[src/rtl/i2s_pkg.sv]
// Shared constants for the I2S transmitter family.
package i2s_pkg;

  localparam logic MODE_I2S = 1'b0;
  localparam logic MODE_LJ  = 1'b1;

endpackage

[src/rtl/i2s_sample_fifo.sv]
// Stereo sample FIFO: single clock, power-of-2 depth, full/empty/level flags.
module i2s_sample_fifo #(
  parameter int unsigned W     = 32,
  parameter int unsigned DEPTH = 4,
  parameter int unsigned AW    = $clog2(DEPTH)
) (
  input  logic          clk,
  input  logic          reset_n,
  input  logic          i_push,
  input  logic          i_pop,
  input  logic [W-1:0]  i_wdata,
  output logic [W-1:0]  o_rdata,
  output logic          o_full,
  output logic          o_empty,
  output logic [AW:0]   o_level
);

  logic [W-1:0]  r_mem [DEPTH];
  logic [AW-1:0] r_wptr;
  logic [AW-1:0] r_rptr;
  logic [AW:0]   r_count;

  // Storage is not reset; clearing the count is enough to discard contents.
  always_ff @(posedge clk) begin
    if (i_push) r_mem[r_wptr] <= i_wdata;
  end

  always_ff @(posedge clk or negedge reset_n) begin
    if (!reset_n) begin
      r_wptr  <= '0;
      r_rptr  <= '0;
      r_count <= '0;
    end else begin
      if (i_push) r_wptr <= r_wptr + AW'(1);
      if (i_pop)  r_rptr <= r_rptr + AW'(1);
      case ({i_push, i_pop})
        2'b10:   r_count <= r_count + (AW+1)'(1);
        2'b01:   r_count <= r_count - (AW+1)'(1);
        default: r_count <= r_count;
      endcase
    end
  end

  assign o_rdata = r_mem[r_rptr];
  assign o_full  = (r_count == (AW+1)'(DEPTH));
  assign o_empty = (r_count == '0);
  assign o_level = r_count;

endmodule

[src/rtl/i2s_tx_master.sv]
// Master-mode I2S transmitter: generates sck/ws, serialises buffered stereo
// pairs MSB first in Philips I2S or left-justified framing.
module i2s_tx_master
  import i2s_pkg::*;
#(
  parameter int unsigned DW         = 16,
  parameter int unsigned SLOT_W     = 32,
  parameter int unsigned DIV        = 2,
  parameter int unsigned FIFO_DEPTH = 4,
  parameter int unsigned AW         = $clog2(FIFO_DEPTH)
) (
  input  logic          clk,
  input  logic          reset_n,
  input  logic          enable,
  input  logic          mode,
  input  logic          in_valid,
  output logic          in_ready,
  input  logic [DW-1:0] in_left,
  input  logic [DW-1:0] in_right,
  output logic          sck,
  output logic          ws,
  output logic          sd,
  output logic          underrun,
  output logic [AW:0]   fifo_level
);

  localparam int unsigned FW  = 2 * SLOT_W;
  localparam int unsigned BW  = $clog2(FW);
  localparam int unsigned DVW = (DIV > 1) ? $clog2(DIV) : 1;

  logic [DVW-1:0]     r_div;
  logic               r_sck;
  logic               r_ws;
  logic               r_sd;
  logic               r_underrun;
  logic               r_mode;
  logic [BW-1:0]      r_b;
  logic [FW-1:0]      r_shift;

  logic               w_full;
  logic               w_empty;
  logic               w_push;
  logic               w_pop;
  logic [2*DW-1:0]    w_dout;
  logic               w_div_wrap;
  logic               w_shift_evt;
  logic               w_load;
  logic               w_mode;
  logic [BW-1:0]      w_b_nxt;
  logic [SLOT_W-1:0]  w_left_slot;
  logic [SLOT_W-1:0]  w_right_slot;
  logic [FW-1:0]      w_frame;
  logic [FW-1:0]      w_shift_nxt;
  logic               w_ws_nxt;
  logic               w_sd_nxt;

  assign w_push = in_valid & ~w_full;

  i2s_sample_fifo #(
    .W     (2 * DW),
    .DEPTH (FIFO_DEPTH),
    .AW    (AW)
  ) u_fifo (
    .clk     (clk),
    .reset_n (reset_n),
    .i_push  (w_push),
    .i_pop   (w_pop),
    .i_wdata ({in_left, in_right}),
    .o_rdata (w_dout),
    .o_full  (w_full),
    .o_empty (w_empty),
    .o_level (fifo_level)
  );

  assign w_div_wrap  = (r_div == DVW'(DIV - 1));
  assign w_shift_evt = enable & w_div_wrap & r_sck;
  assign w_load      = w_shift_evt & (r_b == '0);
  // Empty is judged before any same-cycle push, so a late push never bypasses.
  assign w_pop       = w_load & ~w_empty;

  // Samples occupy the slot MSBs; unused LSBs are zero.
  assign w_left_slot  = SLOT_W'(w_dout[2*DW-1:DW]) << (SLOT_W - DW);
  assign w_right_slot = SLOT_W'(w_dout[DW-1:0]) << (SLOT_W - DW);

  always_comb begin
    w_b_nxt     = (r_b == BW'(FW - 1)) ? '0 : r_b + BW'(1);
    w_frame     = w_empty ? '0 : {w_left_slot, w_right_slot};
    w_mode      = w_load ? mode : r_mode;
    w_shift_nxt = w_load ? w_frame : {r_shift[FW-2:0], 1'b0};
    if (w_mode == MODE_LJ) begin
      w_ws_nxt = (r_b >= BW'(SLOT_W));
      w_sd_nxt = w_shift_nxt[FW-1];
    end else begin
      // I2S: ws leads by one bit, data lags the LJ stream by one bit.
      w_ws_nxt = (w_b_nxt >= BW'(SLOT_W));
      w_sd_nxt = r_shift[FW-1];
    end
  end

  always_ff @(posedge clk or negedge reset_n) begin
    if (!reset_n) begin
      r_div      <= '0;
      r_sck      <= 1'b0;
      r_ws       <= 1'b0;
      r_sd       <= 1'b0;
      r_underrun <= 1'b0;
      r_mode     <= MODE_I2S;
      r_b        <= '0;
      r_shift    <= '0;
    end else if (!enable) begin
      r_div      <= '0;
      r_sck      <= 1'b0;
      r_ws       <= 1'b0;
      r_sd       <= 1'b0;
      r_underrun <= 1'b0;
      r_b        <= '0;
      r_shift    <= '0;
    end else begin
      r_div      <= w_div_wrap ? '0 : r_div + DVW'(1);
      r_underrun <= w_load & w_empty;
      if (w_div_wrap) r_sck <= ~r_sck;
      if (w_load)     r_mode <= mode;
      if (w_shift_evt) begin
        r_b     <= w_b_nxt;
        r_shift <= w_shift_nxt;
        r_ws    <= w_ws_nxt;
        r_sd    <= w_sd_nxt;
      end
    end
  end

  assign in_ready = ~w_full;
  assign sck      = r_sck;
  assign ws       = r_ws;
  assign sd       = r_sd;
  assign underrun = r_underrun;

endmodule

[config.mk]
export PLATFORM = sky130hd
export DESIGN_NAME = i2s_tx_master
export DESIGN_NICKNAME = d
export VERILOG_FILES = /design/src/rtl/i2s_pkg.sv /design/src/rtl/i2s_sample_fifo.sv /design/src/rtl/i2s_tx_master.sv
export SDC_FILE = /design/constraint.sdc
export NUM_CORES = 1
export LEC_CHECK = 0
export ABC_AREA = 0
export CAP_MARGIN = 20
export CORE_MARGIN = 3
export CORE_UTILIZATION = 40
export CTS_CLUSTER_SIZE = 8
export DETAILED_ROUTE_END_ITERATION = 10
export DONT_BUFFER_PORTS = 1
export PLACE_DENSITY = 0.54
export SYNTH_ARGS = -nofsm -noshare
export SYNTH_HDL_FRONTEND = slang
export SYNTH_SLANG_ARGS = --single-unit
[constraint.sdc]
create_clock -name clk -period 2.8 [get_ports clk]
set_input_delay 0.42 -clock clk [delete_from_list [all_inputs] [get_ports clk]]
set_output_delay 0.42 -clock clk [all_outputs]
set_load 0.01 [all_outputs]
==> results of run 1 <==
==> placed cells by master, fill, tap and decap left out, types with 3 or more instances in the layout <==
| cell type | count |
|---|---|
| dfrtp_1 | 66 |
| and3_1 | 7 |
| and2_1 | 6 |
| mux4_2 | 32 |
| nand2_1 | 9 |
| buf_12 | 3 |
| xnor2_1 | 6 |
| buf_4 | 12 |
| ha_1 | 7 |
| inv_1 | 7 |
| edfxtp_1 | 128 |
| clkbuf_16 | 17 |
| nand3_1 | 5 |
| xor2_1 | 3 |
| nor2_1 | 35 |
| a21oi_1 | 31 |
| inv_6 | 5 |
| a221oi_2 | 30 |
| a22o_1 | 17 |
| clkinvlp_4 | 3 |
==> cell usage after synthesis (2+ instances only) <==
master	n	share of area (%)
dlygate4sd1_1	5	0.55
o211ai_1	2	0.19
clkbuf_1	4	0.19
inv_1	7	0.33
o21ai_0	2	0.13
mux2_2	2	0.28
edfxtp_1	128	48
and3_1	7	0.55
buf_4	10	0.94
a221oi_2	30	5.6
nand3_1	6	0.38
nor3_1	3	0.19
nor2_1	35	1.6
ha_1	7	1.1
dlygate4sd3_1	2	0.25
mux4_2	32	9.0
buf_2	4	0.25
xnor2_1	6	0.66
a21oi_1	31	1.9
buf_6	7	0.99
dfrtp_1	67	21
and2_1	6	0.47
xor2_1	3	0.33
nand4_1	2	0.16
nand2_1	9	0.42
a22o_1	17	1.9
nor4_1	2	0.16
==> final cells by class <==
class / count / share of cell area (%)
sequential: 195 / 62.6
multi-input combinational: 218 / 24.7
clock buffer: 17 / 4.82
tap: 265 / 3.76
timing repair buffer: 17 / 2.13
clock inverter: 15 / 1.66
inverter: 7 / 0.298
==> worst max path at each step <==
stage,startpoint,to,slack [ns],cells after the start
after floorplan,r_b[0]$_DFFE_PN0P_,u_fifo.o_level[1]$_DFFE_PN0P_,0.36,8
after global placement,r_b[0]$_DFFE_PN0P_,u_fifo.o_level[1]$_DFFE_PN0P_,0.36,7
after detailed placement,r_b[0]$_DFFE_PN0P_,u_fifo.o_level[1]$_DFFE_PN0P_,0.31,7
after CTS,r_b[0]$_DFFE_PN0P_,u_fifo.o_level[1]$_DFFE_PN0P_,0.29,7
after global routing,r_b[0]$_DFFE_PN0P_,u_fifo.o_level[1]$_DFFE_PN0P_,0.16,7
final,r_b[0]$_DFFE_PN0P_,u_fifo.o_level[1]$_DFFE_PN0P_,0.30,7
==> cell families after synthesis <==
kind of cell               after synthesis  share of synthesized area, %
muxes                                   34                          9.32
and+or+nand+nor                         75                          4.66
DFF                                    195                          69.2
AOI/OAI and AO/OA                       92                          10.9
buffers and inverters                   40                          3.59
adders and majority gates                8                          1.35
xor gates and xnor gates                 9                         0.988
==> sequential cells by signal, summed over array words and instances, names as in the netlist <==
signal,count
u_fifo.r_mem,128
r_shift,48
r_b,6
u_fifo.o_level,3
u_fifo.r_rptr,2
u_fifo.r_wptr,2
r_div,1
r_mode,1
sck,1
sd,1
underrun,1
ws,1
==> metrics by stage <==
stage	cell area (µm²)	worst slack, ns
after floorplan	7980	0.359
after global placement	8210	0.364
after detailed placement	8210	0.306
after CTS	8820	0.290
after global routing	8820	0.157
final	8820	0.297
==> critical path, stage by stage (launching register included) <==
cell     delay, ns
dfrtp_1       0.42
inv_1         0.07
ha_1          0.14
or4b_1        0.61
nor4_4        0.22
ha_1          0.24
fa_1          0.42
mux2_2        0.26
==> power by group <==
group          total [mW]  internal, mW  switching [mW]
clock network        2.34          1.25            1.09
registers            3.83          3.58           0.247
logic                1.61         0.727           0.881
==> routing by layer <==
metal  GRT usage (%)  routed length, µm
met4            4.85                146
met1            18.0               6410
met2            23.0               7070
met5               0                  0
met3            3.49                484
==> repair_timing <==
item                                   4_1_cts  5_1_grt
hold buffers                                 2        0
endpoints found under the hold margin       67        0
setup endpoints to repair                    0        0
==> impl_metrics.toml, run 1 <==
[floorplan]
core_um2 = 19500
fp-row-count = 51
die_x_um = 147
start_util_pct = 40.8
num_io_pins = 45
die-area_um2 = 21700
fp.dieH_um = 147

[clock_network]
numCtsBuffers = 17
postCtsSetupRepairBufs = 0
cts-root-buf = "clkbuf_16"
clock-sinks = 195
h-tree-depth = 4
clk_pin_slew_ns = 0.07
cts_tree = "done"
worstSkewPairLatency_ns = 0.43
clockBufferDepth = 2
ctsResizeCount = 0

[worst_hold_path]
min_to = "u_fifo.r_mem[0][24]$_DFFE_PP_"
hold_depth = 0
hold_path.class = "input pin to flip-flop"
hold_start = "in_left[8]"

[final_layout]
multiInputGateArea_um2 = 2180
fin_nets = 501
diodes = 0
areaGrowthSynthToFinish_pct = 10.6
fin_util_pct = 45.2
drive_above_1_share_pct = 26.0
final-seq-area_um2 = 5520
nFillCells = 1721
final_cells = 734

[placed_design]
io_buffers = 0
dp_hpwl_um = 8180
place_inst = 700
gp_congestion = 0.738

[grt]
grt_pass1_vias = 4080
grt_start_max_net_pins = 68
grt_pass1_wl_um = 22900
grt_antenna_before_repair = 0
grt_overflow = 0
grt_usage_pct = 13.9

[setup_path]
reg2reg_depth = 7
crit_fanout = 9
r2r_start = "r_b[0]$_DFFE_PN0P_"
path_class = "flip-flop to flip-flop"
critPathLaunchType = "flip-flop"
worstPathRequired_ns = 3.11
r2r_end = "u_fifo.o_level[1]$_DFFE_PN0P_"
r2r_setup_slack_ns = 0.30
cp-end-kind = "flip-flop"
critPathArrivalTime_ns = 2.81

[synth]
ys_warn_count = 0
syn_nets = 498
synth_edf_count = 128
async_reset_ff_share_pct = 34.4
synth_flop_cell = "edfxtp_1"
synth.avg_cell_area_um2 = 17.6
syn_inst = 453
synth_area_um2 = 7980
yosysSeqAreaShare_pct = 69.2
synth-seq-cells = 195
netlist-cell-type-count = 44

[pwr]
p_total_mw = 7.78
power_density_nw_per_um2 = 882
leakage_nw = 3.22
ir_worst_vdd_mv = 0.453

[sta]
grt_setup_unrepaired = "no"
skew_ns = 0.0107
fin_tns_setup_ns = 0
fin_crit_sh_pct = 89.4
slew_headroom_pct = 33.1
period_needed_ns = 2.50
hold_ws_ns = 0.0814
clock.fmax_ghz = 0.400
hold_viol_final = 0
setup_violations = 0
tightest_slew_ns = 1.00
slew_viol_final = 0

[routing]
first_pass_iters = 4
drc = 0
dr.first_iter.drc_count = 255
ant_nets = 0
routed-via-count = 3895
routed_wl_um = 14100
viasPerCell = 5.31
wl_per_cell_um = 19.2

[run]
max_cap_viol_count = 0

[status]
status = "finished, final reports clean"
(Power assumes the default switching activity.)
==> run 2, diff against run 1 <==
--- a/config.mk
+++ b/config.mk
@@ -8,11 +8,10 @@
 export ABC_AREA = 0
 export CAP_MARGIN = 20
 export CORE_MARGIN = 3
-export CORE_UTILIZATION = 40
+export CORE_UTILIZATION = 50
 export CTS_CLUSTER_SIZE = 8
 export DETAILED_ROUTE_END_ITERATION = 10
 export DONT_BUFFER_PORTS = 1
-export PLACE_DENSITY = 0.54
 export SYNTH_ARGS = -nofsm -noshare
 export SYNTH_HDL_FRONTEND = slang
 export SYNTH_SLANG_ARGS = --single-unit
==> run 2 against run 1 <==
  * Worst setup slack got worse by 0.031 ns
  * Sequential share of layout area increased by 0.41 points
  * Combinational power about the same
  * Worst hold slack improved by 0.0086 ns
  * First-iteration DRC count increased by 18%
  * Clock-buffer cell count increased by 4
  * Core utilization increased by 12 points
  * Flip-flop and latch count unchanged
  * Non-clock buffer count decreased by 1
==> impl_metrics.toml, run 2 (synthesis results as in run 1) <==
[routing]
first_pass_iters = 4
m1WireLength_um = 6490
met2WireLength_um = 7110
top_layer = "met4"
viasPerCell = 5.90
routed_wl_um = 14400
wl_per_cell_um = 21.2
dr_wl_met3_um = 586
dr.first_iter.drc_count = 301
routed-via-count = 4003
ant_nets = 0
drc = 0

[setup_path]
critPathArrivalTime_ns = 2.85
crit_start = "r_b[0]$_DFFE_PN0P_"
critPathLaunchType = "flip-flop"
cp-end-kind = "flip-flop"
crit_fanout = 9
r2r_start = "r_b[0]$_DFFE_PN0P_"
worstPathRequired_ns = 3.11
path_class = "flip-flop to flip-flop"

[placed_design]
dp_hpwl_um = 7790
io_buffers = 0
place_area_um2 = 8150
gp_congestion = 0.750
place_inst = 645

[grt]
grt_pass1_vias = 4094
grt_overflow = 0
grt_usage_pct = 17.2
grt_start_max_net_pins = 68
grt_antenna_before_repair = 0
grt_pass1_wl_um = 23100

[floorplan]
start_util_pct = 51.7
core_um2 = 15400
fp.dieH_um = 132
die-area_um2 = 17500
fp-row-count = 45
num_io_pins = 45
die_x_um = 132

[clock_network]
worstSkewPairLatency_ns = 0.43
h-tree-depth = 4
cts-root-buf = "clkbuf_16"
numCtsBuffers = 17
ctsResizeCount = 0
clock-sinks = 195
clk_pin_slew_ns = 0.07
clockBufferDepth = 2
cts_tree = "done"

[sta]
fin_crit_sh_pct = 90.5
setup_violations = 0
skew_ns = 0.0131
fin_tns_setup_ns = 0
slew_headroom_pct = 33.5
slew_viol_final = 0
clock.fmax_ghz = 0.395
tightest_slew_ns = 0.994
grt_setup_unrepaired = "no"
hold_viol_final = 0
period_needed_ns = 2.53

[final_layout]
final_cell_mix = "edfxtp_1, dfrtp_1, nor2_1"
top_regs = "u_fifo.r_mem: 128 flops, r_shift: 48 flops, r_b: 6 flops"
largest-register = "u_fifo.r_mem"
fin_nets = 500
final_cells = 679
largest_reg_flops = 128
diodes = 0
drive_above_1_share_pct = 25.6
stdcell_area_um2 = 8760
fin_util_pct = 56.8
areaGrowthSynthToFinish_pct = 9.84
layout_commonest_cell = "edfxtp_1"

[pwr]
leakage_nw = 3.23
ir_worst_vdd_mv = 0.493
power_density_nw_per_um2 = 890

[status]
status = "finished, final reports clean"

[run]
max_cap_viol_count = 0

[worst_hold_path]
hold_path.class = "input pin to flip-flop"
hold_start = "in_left[2]"
-- run 2: changes by cell type in the layout (fill, tap and decap cells not counted) --
cell / previous run / this run
clkinv_4: 2 / 1
clkbuf_1: 0 / 1
inv_8: 2 / 0
inv_6: 5 / 1
buf_12: 3 / 4
clkbuf_8: 0 / 2
clkinv_2: 2 / 3
inv_4: 0 / 4
clkbuf_16: 17 / 18
clkinvlp_4: 3 / 1
buf_4: 12 / 10
-- run 2: worst paths after layout --
kind                                                       to  slack [ns]  cells past startpoint
worst min-delay path            u_fifo.r_mem[2][18]$_DFFE_PP_        0.09                      0
min in group asynchronous       u_fifo.o_level[0]$_DFFE_PN0P_        0.53                      2
worst min register to register        r_shift[36]$_DFFE_PN0P_        0.50                      1
worst max register to register  u_fifo.o_level[1]$_DFFE_PN0P_        0.27                      7
max in group asynchronous        u_fifo.r_rptr[0]$_DFFE_PN0P_        1.96                      2
worst max-delay path            u_fifo.o_level[1]$_DFFE_PN0P_        0.27                      7
-- run 2: worst max-delay path: stages, from the launching register on --
cell and delay (ns):
dfrtp_1 0.42, inv_1 0.08, ha_1 0.14, or4b_1 0.63
nor4_4 0.23, ha_1 0.24, fa_1 0.42, mux2_2 0.27
-- run 2: layer usage --
layer	global-route usage, %	vias to the layer above
met1	23.6	2114
met2	27.1	84
li1	-	1793
met3	4.35	12
met4	6.12	0
met5	0	-
-- run 2: what timing repair did --
item,4_1_cts,5_1_grt
hold buffers,2,0
setup buffers,0,0
endpoints found under the hold margin,67,0
-- run 2: power by group --
group          switching [mW]  leakage, nW  total [mW]  internal, mW
sequential              0.231         2.08        3.81          3.58
clock                    1.03        0.290        2.36          1.33
combinational           0.894        0.859        1.62         0.727
total                    2.15         3.23        7.79          5.64
-- run 2: stage by stage --
stage	hold slack (ns)	setup slack, ns	total power, mW
2_1_floorplan	0.124	0.359	5.06
3_3_place_gp	0.127	0.364	5.47
3_5_place_dp	0.127	0.288	5.52
4_1_cts	0.0682	0.278	7.89
5_1_grt	0.0646	0.153	8.15
6_report	0.0899	0.266	7.79
-- run 2: final cells by class --
cell class / instances / area (µm²)
timing repair buffer: 16 / 193
tap: 211 / 264
clock inverter: 11 / 95.1
sequential: 195 / 5520
clock buffer: 21 / 482
multi-input combinational: 218 / 2180
inverter: 7 / 26.3
fill: 1221 / 6670
